===== src/rtl/sr_ctrl_pkg.sv =====
// Shared definitions for the NOR-latch pulse controller: FSM encoding and
// default timing constants.
package sr_ctrl_pkg;

  localparam int DEF_DEB_CYCLES = 4;
  localparam int DEF_PULSE_W    = 2;

  typedef enum logic [1:0] {
    ST_IDLE    = 2'd0,
    ST_PULSE_S = 2'd1,
    ST_PULSE_R = 2'd2,
    ST_GAP     = 2'd3
  } sr_state_e;

endpackage


===== src/rtl/debounce_ch.sv =====
// One button channel: two-flop synchronizer, stability-counter debouncer and
// rising-edge detector on the debounced level.
module debounce_ch
  import sr_ctrl_pkg::*;
#(
  parameter int DEB_CYCLES = DEF_DEB_CYCLES
) (
  input  logic clk,
  input  logic rst_n,
  input  logic btn,
  output logic rise
);

  localparam int CW = $clog2(DEB_CYCLES) + 1;

  logic          s1_r;
  logic          s2_r;
  logic          deb_r;
  logic          deb_d_r;
  logic [CW-1:0] cnt_r;

  // Synchronizer and previous-level history for edge detection
  always_ff @(posedge clk or negedge rst_n) begin
    if (!rst_n) begin
      s1_r    <= 1'b0;
      s2_r    <= 1'b0;
      deb_d_r <= 1'b0;
    end else begin
      s1_r    <= btn;
      s2_r    <= s1_r;
      deb_d_r <= deb_r;
    end
  end

  // Accept a new level only after DEB_CYCLES consecutive differing samples
  always_ff @(posedge clk or negedge rst_n) begin
    if (!rst_n) begin
      deb_r <= 1'b0;
      cnt_r <= {CW{1'b0}};
    end else if (s2_r == deb_r) begin
      cnt_r <= {CW{1'b0}};
    end else if (cnt_r == CW'(DEB_CYCLES - 1)) begin
      deb_r <= s2_r;
      cnt_r <= {CW{1'b0}};
    end else begin
      cnt_r <= cnt_r + CW'(1);
    end
  end

  // Only presses matter; releases produce nothing
  assign rise = deb_r & ~deb_d_r;

endmodule


===== src/rtl/sr_pulse_ctrl.sv =====
// Turns two bouncy buttons into mutually exclusive, fixed-width set/reset
// pulses for a NOR latch, with an all-low gap between consecutive pulses.
module sr_pulse_ctrl
  import sr_ctrl_pkg::*;
#(
  parameter int DEB_CYCLES = DEF_DEB_CYCLES,
  parameter int PULSE_W    = DEF_PULSE_W
) (
  input  logic clk,
  input  logic rst_n,
  input  logic btn_set,
  input  logic btn_rst,
  output logic set,
  output logic reset,
  output logic busy
);

  localparam int PCW = $clog2(PULSE_W) + 1;

  logic           req_set_s;
  logic           req_rst_s;
  logic           want_rst_s;
  logic           want_set_s;
  logic           start_rst_s;
  logic           start_set_s;
  logic           pend_set_nx_s;
  logic           pend_rst_nx_s;
  logic           busy_nx_s;
  logic           pulse_last_s;

  sr_state_e      state_r;
  logic [PCW-1:0] pcnt_r;
  logic           pend_set_r;
  logic           pend_rst_r;
  logic           set_r;
  logic           reset_r;
  logic           busy_r;

  debounce_ch #(.DEB_CYCLES(DEB_CYCLES)) u_deb_set (
    .clk   (clk),
    .rst_n (rst_n),
    .btn   (btn_set),
    .rise  (req_set_s)
  );

  debounce_ch #(.DEB_CYCLES(DEB_CYCLES)) u_deb_rst (
    .clk   (clk),
    .rst_n (rst_n),
    .btn   (btn_rst),
    .rise  (req_rst_s)
  );

  // Arbitration from IDLE (reset wins) and next values of pending/busy
  always_comb begin
    want_rst_s    = pend_rst_r | req_rst_s;
    want_set_s    = pend_set_r | req_set_s;
    start_rst_s   = (state_r == ST_IDLE) & want_rst_s;
    start_set_s   = (state_r == ST_IDLE) & ~want_rst_s & want_set_s;
    pend_rst_nx_s = start_rst_s ? 1'b0 : want_rst_s;
    pend_set_nx_s = start_set_s ? 1'b0 : want_set_s;
    pulse_last_s  = (pcnt_r == PCW'(PULSE_W - 1));
    busy_nx_s     = start_rst_s | start_set_s
                  | (state_r == ST_PULSE_S) | (state_r == ST_PULSE_R)
                  | pend_rst_nx_s | pend_set_nx_s;
  end

  // One-deep request memory per channel plus registered busy flag
  always_ff @(posedge clk or negedge rst_n) begin
    if (!rst_n) begin
      pend_set_r <= 1'b0;
      pend_rst_r <= 1'b0;
      busy_r     <= 1'b0;
    end else begin
      pend_set_r <= pend_set_nx_s;
      pend_rst_r <= pend_rst_nx_s;
      busy_r     <= busy_nx_s;
    end
  end

  // Pulse sequencer; outputs are registered alongside the state
  always_ff @(posedge clk or negedge rst_n) begin
    if (!rst_n) begin
      state_r <= ST_IDLE;
      pcnt_r  <= {PCW{1'b0}};
      set_r   <= 1'b0;
      reset_r <= 1'b0;
    end else begin
      case (state_r)
        ST_IDLE: begin
          pcnt_r <= {PCW{1'b0}};
          if (start_rst_s) begin
            state_r <= ST_PULSE_R;
            reset_r <= 1'b1;
          end else if (start_set_s) begin
            state_r <= ST_PULSE_S;
            set_r   <= 1'b1;
          end else begin
            state_r <= ST_IDLE;
          end
        end
        ST_PULSE_S, ST_PULSE_R: begin
          if (pulse_last_s) begin
            state_r <= ST_GAP;
            pcnt_r  <= {PCW{1'b0}};
            set_r   <= 1'b0;
            reset_r <= 1'b0;
          end else begin
            pcnt_r  <= pcnt_r + PCW'(1);
          end
        end
        ST_GAP: begin
          state_r <= ST_IDLE;
          set_r   <= 1'b0;
          reset_r <= 1'b0;
        end
        default: begin
          state_r <= ST_IDLE;
          pcnt_r  <= {PCW{1'b0}};
          set_r   <= 1'b0;
          reset_r <= 1'b0;
        end
      endcase
    end
  end

  assign set   = set_r;
  assign reset = reset_r;
  assign busy  = busy_r;

endmodule


===== config.mk =====
export PLATFORM = sky130hd
export DESIGN_NAME = sr_pulse_ctrl
export DESIGN_NICKNAME = d
export VERILOG_FILES = /design/src/rtl/sr_ctrl_pkg.sv /design/src/rtl/debounce_ch.sv /design/src/rtl/sr_pulse_ctrl.sv
export SDC_FILE = /design/constraint.sdc
export NUM_CORES = 1
export LEC_CHECK = 0
export BUFFER_PORTS_ARGS = -buffer_cell sky130_fd_sc_hd__clkbuf_2
export CAP_MARGIN = 20
export CORE_UTILIZATION = 40
export DETAILED_ROUTE_END_ITERATION = 10
export GPL_TIMING_DRIVEN = 0
export HOLD_SLACK_MARGIN = 0.03
export PLACE_DENSITY_LB_ADDON = 0.25
export SETUP_SLACK_MARGIN = 0.02
export SLEW_MARGIN = 20
export SYNTH_ARGS = -nofsm -noshare
export SYNTH_HDL_FRONTEND = slang
export SYNTH_HIERARCHICAL = 1
export SYNTH_SLANG_ARGS = --single-unit

===== constraint.sdc =====
create_clock -name clk -period 1.3 [get_ports clk]
set_input_delay 0 -clock clk [delete_from_list [all_inputs] [get_ports clk]]
set_output_delay 0 -clock clk [all_outputs]
set_load 0.05 [all_outputs]

# [Word-level counts from Yosys, hierarchy flattened]
# Index checks and enable logic that the tools add are counted.
[op_classes] addsub=3 eq_ne=12 muxes=18 bitwise_logic=17 reduce_logical=7
[ops] op="3-bit 2-to-1 mux" n=4
[ops] op="2-bit != test (second input constant)" n=4
[ops] op="1-bit 2-to-1 mux" n=7
[ops] op="1-bit bitwise OR" n=7
[ops] op="3-bit by 1-bit adder with 3-bit output (second input constant)" n=2
[ops] op="3-bit by 2-bit == test with 1-bit output (second input constant)" n=2
[ops] op="2-bit 2-to-1 mux" n=3
[ops] op="1-bit case mux with 3 select lines" n=2
[ops] op="2-bit case mux with 3 select lines" n=1
[ops] op="2-bit AND reduction" n=3
[ops] op="1-bit AND" n=5
[ops] op="1-bit inverter" n=5
[ops] op="2-bit by 1-bit == test with 1-bit output (second input constant)" n=2
[ops] op="2-bit == test (second input constant)" n=2
[ops] op="2-bit case mux with 2 select lines" n=1
[ops] op="3-bit AND reduction" n=1
[ops] op="2-bit by 1-bit adder with 2-bit output (second input constant)" n=1
[ops] op="1-bit == test" n=2
[ops] op="2-bit zero test" n=1
[ops] op="2-bit nonzero test" n=1
[ops] op="2-bit OR reduction" n=1
[totals] regBits=23 inputBits=4 output_inout_bits=3 wordCells=74

# [Logic depth before layout (Yosys ltp)]
# Gate-level depths: netlist (run 1).
[depth] ltp_word=11 mapped_depth=5 ltp_nobuf=5

# [By module]
# Netlist (run 1), hierarchy kept.
[modules_own_cells] mod="debounce_ch" n_inst=2 cells_each=15 area_each_um2=252.7 seq_area_each_um2=175.2
[modules_own_cells] mod="sr_pulse_ctrl" n_inst=1 cells_each=44 area_each_um2=459.2 seq_area_each_um2=225.2

# [Worst setup path before layout (run 1)]
# OpenSTA, ideal clock, no wires.
[synth_path] path_kind="register to register" startpoint="register state_r[0]" endpoint="register reset_r, in the netlist reset" setup_time_ns=0.125 t_arrival_ns=1.277 setup_slack_ns=-0.101 path_stages_with_launch=5 cell_sequence="dfrtp_1 -> inv_1 -> ha_1 -> a21oi_1 -> mux2_2"
[synth_between] elab_chain_len=4 elab_cells_between_ends=10
[synth_lines] element="from (decl)" line_no="sr_pulse_ctrl.sv:31" rtl="sr_state_e state_r;"
[synth_lines] element="from (signal assigned)" line_no="sr_pulse_ctrl.sv:83" rtl="state_r <= ST_IDLE;"
[synth_lines] element="from (signal assigned)" line_no="sr_pulse_ctrl.sv:92" rtl="state_r <= ST_PULSE_R;"
[synth_lines] element="from (signal assigned)" line_no="sr_pulse_ctrl.sv:95" rtl="state_r <= ST_PULSE_S;"
[synth_lines] element="2-bit by 1-bit == test with 1-bit output, or another cell as far along" line_no="sr_pulse_ctrl.sv:88" rtl="case (state_r)"
[synth_lines] element="2-bit OR reduction or 1-bit AND (tied branches)" line_no="sr_pulse_ctrl.sv:88, sr_pulse_ctrl.sv:57"
[synth_lines] element="2-bit != test (no line)"
[synth_lines] element="2-bit AND reduction (no line)"
[synth_lines] element="to (signal assigned)" line_no="sr_pulse_ctrl.sv:86" rtl="reset_r <= 1'b0;"
[synth_lines] element="to (signal assigned)" line_no="sr_pulse_ctrl.sv:93" rtl="reset_r <= 1'b1;"
[synth_lines] element="to (signal assigned)" line_no="sr_pulse_ctrl.sv:106" rtl="reset_r <= 1'b0;"
[synth_lines] element="to (decl)" line_no="sr_pulse_ctrl.sv:36" rtl="logic reset_r;"
# Parallel ways exist; a longest one is shown, timed or not.
# A chain may end at the register's enable or synchronous reset.

# [Worst setup path after layout (run 1)]
# Ends and elaborated chain as after synthesis.

==> impl_metrics.json, run 1 <==
{
  "die_x_um": 51.1,
  "syn_to_final_growth_pct": 24.4,
  "post_dp_cell_area_um2": 1050,
  "drt_iter0_drc": 8,
  "path_class": "register to register",
  "leakagePower_nw": 0.539,
  "layout_common_cells": "dfrtp_1 (23), clkbuf_2 (6), ha_1 (5), buf_4 (5), a21oi_1 (4)",
  "grt_antenna_before_repair": 0,
  "ys.flop_type": "dfrtp_1",
  "worst_slack_ns": -0.0897,
  "hold_viol_final": 0,
  "numPlacedInstances": 108,
  "clk_pin_slew_ns": 0.13,
  "finalSetupViolCount": 4,
  "dp_slack_ns": -0.137,
  "r2r-start": "state_r[0]",
  "switching_share_pct": 39.3,
  "relSlewSlack_pct": 63.8,
  "vias_per_cell": 4.98,
  "yosysSeqAreaShare_pct": 59.7,
  "grt_pass1_wl_mm": 2.72,
  "numPortBuffers": 6,
  "tns_ns": -0.197,
  "reg2reg_depth": 5,
  "grt_max_degree": 24,
  "switchingPower_mw": 1.19,
  "post_synth_num_cell_types": 21,
  "worstMarginPinSlew_ns": 0.543,
  "final_cell_area_um2": 1200,
  "startpoint": "state_r[0]",
  "holdCritPathClass": "input pin to asynchronous set/reset pin",
  "synth-seq-cells": 23,
  "ir_worst_vdd_v": 0.00121,
  "die-height_um": 51.1,
  "clock_sinks": 23,
  "core_um2": 2230,
  "rows": 17,
  "period_share_pct": 107,
  "final_core_util_pct": 53.7,
  "syn_area_per_cell_um2": 13.0,
  "wl_mm": 1.52,
  "r2r-end": "reset",
  "grt_pass1_vias": 642,
  "cts-root-buf": "clkbuf_4",
  "nNetsFinal": 106,
  "cap_violations": 0,
  "routedWlPerCell_um": 12.5,
  "ys_async_sr_fraction_pct": 100,
  "grt_setup_unrepaired": "true",
  "drive_gt1_share_pct": 39.4,
  "ys_warn_count": 6,
  "fin_cells": 122,
  "gp_congestion": 0.715,
  "synth_edf_count": 0,
  "drt_first_pass_iters": 4,
  "htreeDepth": 1,
  "start_kind": "register",
  "power.share.clock_pct": 11.2,
  "die_area_um2": 2610,
  "antenna_left": 0,
  "syn_nets": 85,
  "clkLatencyLatePin_ns": 0.31,
  "final_common_cell": "dfrtp_1",
  "dp_hpwl_um": 986,
  "overflow": 0,
  "netlist_instances": 74,
  "worstSetupEndpointType": "register",
  "track_usage_pct": 14.5,
  "io_pins": 7,
  "crit_arrival_ns": 1.60,
  "violations": "setup timing",
  "reg2reg_slack_ns": -0.09,
  "drc_errors": 0,
  "slew_violations": 0,
  "seq_power_share_pct": 36.3,
  "cts_tree": "yes",
  "start_util_pct": 43.2,
  "finClkSkew_ns": 0.00215,
  "cts_buffer_depth": 2,
  "cts_buffers": 3,
  "worstPathRequired_ns": 1.51,
  "cp_max_fo": 3,
  "combPwrFrac_pct": 52.5,
  "vias": 608,
  "max_freq_mhz": 720,
  "n_antenna_cell": 0,
  "finalWorstPathRequiredPeriod_ns": 1.39,
  "syn-cell-area_um2": 965,
  "powerDensity_nw_per_um2": 2530,
  "p_int_mw": 1.85,
  "run_status": "finished with violations"
}
==> worst max-delay path by stage <==
stage | to | depth (start not counted)
finish | reset | 5
global route | reset | 5
CTS | busy | 3
detailed placement | busy | 5
global placement | busy | 5
floorplan | reset | 5
==> registers in the layout (all words and copies together), names as in the netlist, 2 cells and up <==
| name | cells |
|---|---|
| pcnt_r | 2 |
| state_r | 2 |
| u_deb_rst/cnt_r | 3 |
| u_deb_set/cnt_r | 3 |
==> routing by layer <==
metal	GRT usage [%]	vias to the layer above	routed length, um
met2	25.7	4	778
met3	1.79	2	17
met1	16.6	310	706
met5	0	-	0
met4	8.33	0	21
li1	-	292	-
==> cell families (layout without fill, tap and decap cells) <==
family,count (synthesis),after routing,share of synthesized area (%)
AOI/OAI and AO/OA,10,10,6.23
muxes,4,4,4.67
xor gates and xnor gates,2,2,1.82
adders and majority gates,7,7,9.08
buffers and inverters,5,25,1.95
and+or+nand+nor,23,23,16.6
DFF,23,23,59.7
==> metrics by stage <==
stage / hold slack (ns) / total power, mW
final: 0.186 / 3.04
after CTS: 0.188 / 3.00
after floorplan: -0.296 / 2.09
after global placement: 0.0121 / 2.29
after global routing: 0.212 / 3.28
after detailed placement: 0.0136 / 2.35
==> cells in the mapped netlist (all sizes together), types with 2 or more instances <==
| library cell | number | area share (%) |
|---|---|---|
| dfrtp | 23 | 60 |
| ha | 7 | 9.1 |
| a21oi | 5 | 2.6 |
| inv | 5 | 1.9 |
| nor2 | 5 | 1.9 |
| nor3b | 5 | 5.4 |
| mux2 | 4 | 4.7 |
| nor2b | 4 | 4.2 |
| nand2 | 2 | 0.78 |
| nand2b | 2 | 1.3 |
| nor3 | 2 | 1.0 |
| o21ai | 2 | 1.0 |
| xnor2 | 2 | 1.8 |
==> worst max-delay path: stages, from the launching register on <==
cell,delay (ns)
dfrtp_1,0.42
inv_2,0.10
ha_4,0.13
nor3b_4,0.24
a21oi_2,0.07
mux2_4,0.31
==> cell type report <==
type,instances,area [um2]
well taps,28,35.0
flip-flops and latches,23,576
multi-input cells,46,420
clock buffers,3,22.5
inverters,5,18.8
repair buffers,16,120
clock inverters,1,7.51
fillers,191,1030
==> what timing repair did <==
| action | CTS | global route |
|---|---|---|
| gates resized for setup | 9 | 2 |
| hold buffers | 3 | 0 |
| hold endpoints to repair | 25 | 0 |
| endpoints found under the setup margin | 5 | 6 |
| pin swaps | 5 | 1 |
| setup buffers | 7 | 0 |
==> power groups by stage <==
stage          clock, mW  sequential, mW  combinational (mW)
3_3_place_gp           0            1.12                1.17
6_report           0.341            1.11                1.59
2_1_floorplan          0            1.26               0.836
4_1_cts            0.356            1.11                1.53
5_1_grt            0.385            1.13                1.76
3_5_place_dp           0            1.14                1.20
Power figures use the tool's default switching activity.
==> inputs of run 2 (changes only) <==
--- a/config.mk
+++ b/config.mk
@@ -7,6 +7,7 @@
 export LEC_CHECK = 0
 export BUFFER_PORTS_ARGS = -buffer_cell sky130_fd_sc_hd__clkbuf_2
 export CAP_MARGIN = 20
+export CORE_ASPECT_RATIO = 1.4
 export CORE_UTILIZATION = 40
 export DETAILED_ROUTE_END_ITERATION = 10
 export GPL_TIMING_DRIVEN = 0
==> impl_metrics.json, run 2 (same netlist as run 1, synthesis figures left out) <==
{
  "run_status": "finished with violations",
  "violations": "setup timing",
  "grt_antenna_before_repair": 0,
  "drt_first_pass_iters": 4,
  "crit_chain": "buf_4 -> ha_1 -> or4_1",
  "vias": 594,
  "grt_max_degree": 24,
  "die-height_um": 60.1,
  "p_total_mw": 3.01,
  "worst_path_max_delay_cell": "or4_1",
  "grt_pass1_vias": 630,
  "rows": 20,
  "wl_mm": 1.42,
  "n_antenna_cell": 0,
  "start_util_pct": 43.3,
  "grt_pass1_wl_mm": 2.59,
  "vias_per_cell": 5.03,
  "relSlewSlack_pct": 63.9,
  "cts_buffer_depth": 2,
  "die_x_um": 43.5,
  "powerDensity_nw_per_um2": 2520,
  "io_pins": 7,
  "cpPeakStageDelay_ns": 0.51,
  "slew_violations": 0,
  "worst-path-buf-inv": 1,
  "layout_common_cells": "dfrtp_1 (23), buf_4 (9), clkbuf_2 (6)",
  "start_kind": "register",
  "max_freq_mhz": 736,
  "antenna_left": 0,
  "tns_ns": -0.0973,
  "cp_max_fo": 3,
  "drc_errors": 0,
  "final_core_util_pct": 53.8,
  "finalSetupViolCount": 3,
  "drt_iter0_drc": 10,
  "nNetsFinal": 108,
  "finClkSkew_ns": 0.00561,
  "hold_viol_final": 0,
  "grt_setup_unrepaired": "true",
  "dp_hpwl_mm": 1.01,
  "syn_to_final_growth_pct": 24.1,
  "crit_family": "simple AND/OR/NAND/NOR gates",
  "cts_tree": "yes",
  "cts_buffers": 3,
  "ir_worst_vdd_v": 0.00105,
  "numPortBuffers": 6,
  "top_regs": "u_deb_rst/cnt_r x3, u_deb_set/cnt_r x3",
  "cap_violations": 0,
  "routedWlPerCell_um": 12.0,
  "core_um2": 2230,
  "htreeDepth": 1,
  "gp_congestion": 0.807,
  "finalWorstPathRequiredPeriod_ns": 1.36,
  "die_area_um2": 2610,
  "overflow": 0,
  "leakagePower_nw": 0.548,
  "worstMarginPinSlew_ns": 0.542,
  "holdCritPathClass": "input pin to asynchronous set/reset pin",
  "period_share_pct": 105,
  "worst_slack_ns": -0.0590,
  "worstSetupEndpointType": "register",
  "num-fill-cells": 206,
  "path_class": "register to register",
  "clkLatencyLatePin_ns": 0.31,
  "clock_sinks": 23,
  "crit_arrival_ns": 1.55,
  "clk_pin_slew_ns": 0.12,
  "cts-root-buf": "clkbuf_4",
  "track_usage_pct": 13.7,
  "whs_ns": 0.190,
  "dp_slack_ns": -0.132,
  "final_common_cell": "dfrtp_1",
  "worstPathRequired_ns": 1.49,
  "drive_gt1_share_pct": 39.6
}
[run 2: changes by cell type in the layout (fill, tap and decap cells not counted)]
| cell | delta |
|---|---|
| mux2_4 | -1 |
| mux2_2 | +1 |
| nand2_4 | +1 |
| buf_4 | +4 |
| nand2_2 | -1 |
| clkbuf_1 | +1 |
| buf_6 | -2 |
| clkinvlp_4 | -1 |
[run 2: per-layer routing]
layer	wire length, um	GRT usage, %	vias to the layer above
met5	0	0	-
met4	26	9.38	0
met3	29	2.72	4
met2	766	23.2	6
met1	594	15.2	290
li1	-	-	294
[run 2: power by group]
| part | switching, mW | internal [mW] |
|---|---|---|
| sequential | 0.130 | 0.960 |
| combinational | 0.810 | 0.788 |
| clock | 0.206 | 0.120 |
| total | 1.15 | 1.87 |
[run 2: worst reg2reg max path: cells and delay by family (launching register included)]
kind	cells	cell delay, ns
adder cells (fa/ha/maj)	1	0.18
buffers and inverters	1	0.15
flip-flops	1	0.41
AND/OR/NAND/NOR	1	0.51
[run 2: timing repair]
| item | 4_1_cts | 5_1_grt |
|---|---|---|
| pin swaps | 5 | 3 |
| endpoints found under the setup margin | 4 | 5 |
| endpoints found under the hold margin | 25 | 0 |
| resized for setup | 5 | 4 |
| hold buffers | 3 | 0 |
| buffers inserted | 6 | 3 |
[run 2: path summary, 6_finish.rpt]
check | cells after the start | endpoint | slack [ns] | start
max in group asynchronous | 2 | u_deb_rst/cnt_r[0] | 0.75 | rst_n
min in group clk | 2 | u_deb_set/s1_r | 0.33 | btn_set
min reg2reg | 0 | u_deb_rst/s2_r | 0.36 | u_deb_rst/s1_r
max | 3 | busy | -0.06 | state_r[0]
max reg2reg | 3 | busy | -0.06 | state_r[0]
min | 2 | u_deb_set/cnt_r[1] | 0.19 | rst_n
[run 2: metrics by stage]
| stage | std cells | area, um2 |
|---|---|---|
| after floorplan | 74 | 983 |
| after global placement | 102 | 1040 |
| after detailed placement | 102 | 1040 |
| after CTS | 115 | 1160 |
| after global routing | 118 | 1200 |
| final | 118 | 1200 |
[run 2: cell type report]
class	instances	area [um2]	area share (%)
Clock buffer	4	26.3	2.19
Inverter	5	18.8	1.57
Multi-Input combinational cell	46	422	35.2
Sequential cell	23	576	48.1
Tap cell	22	27.5	2.30
Timing Repair Buffer	18	128	10.7
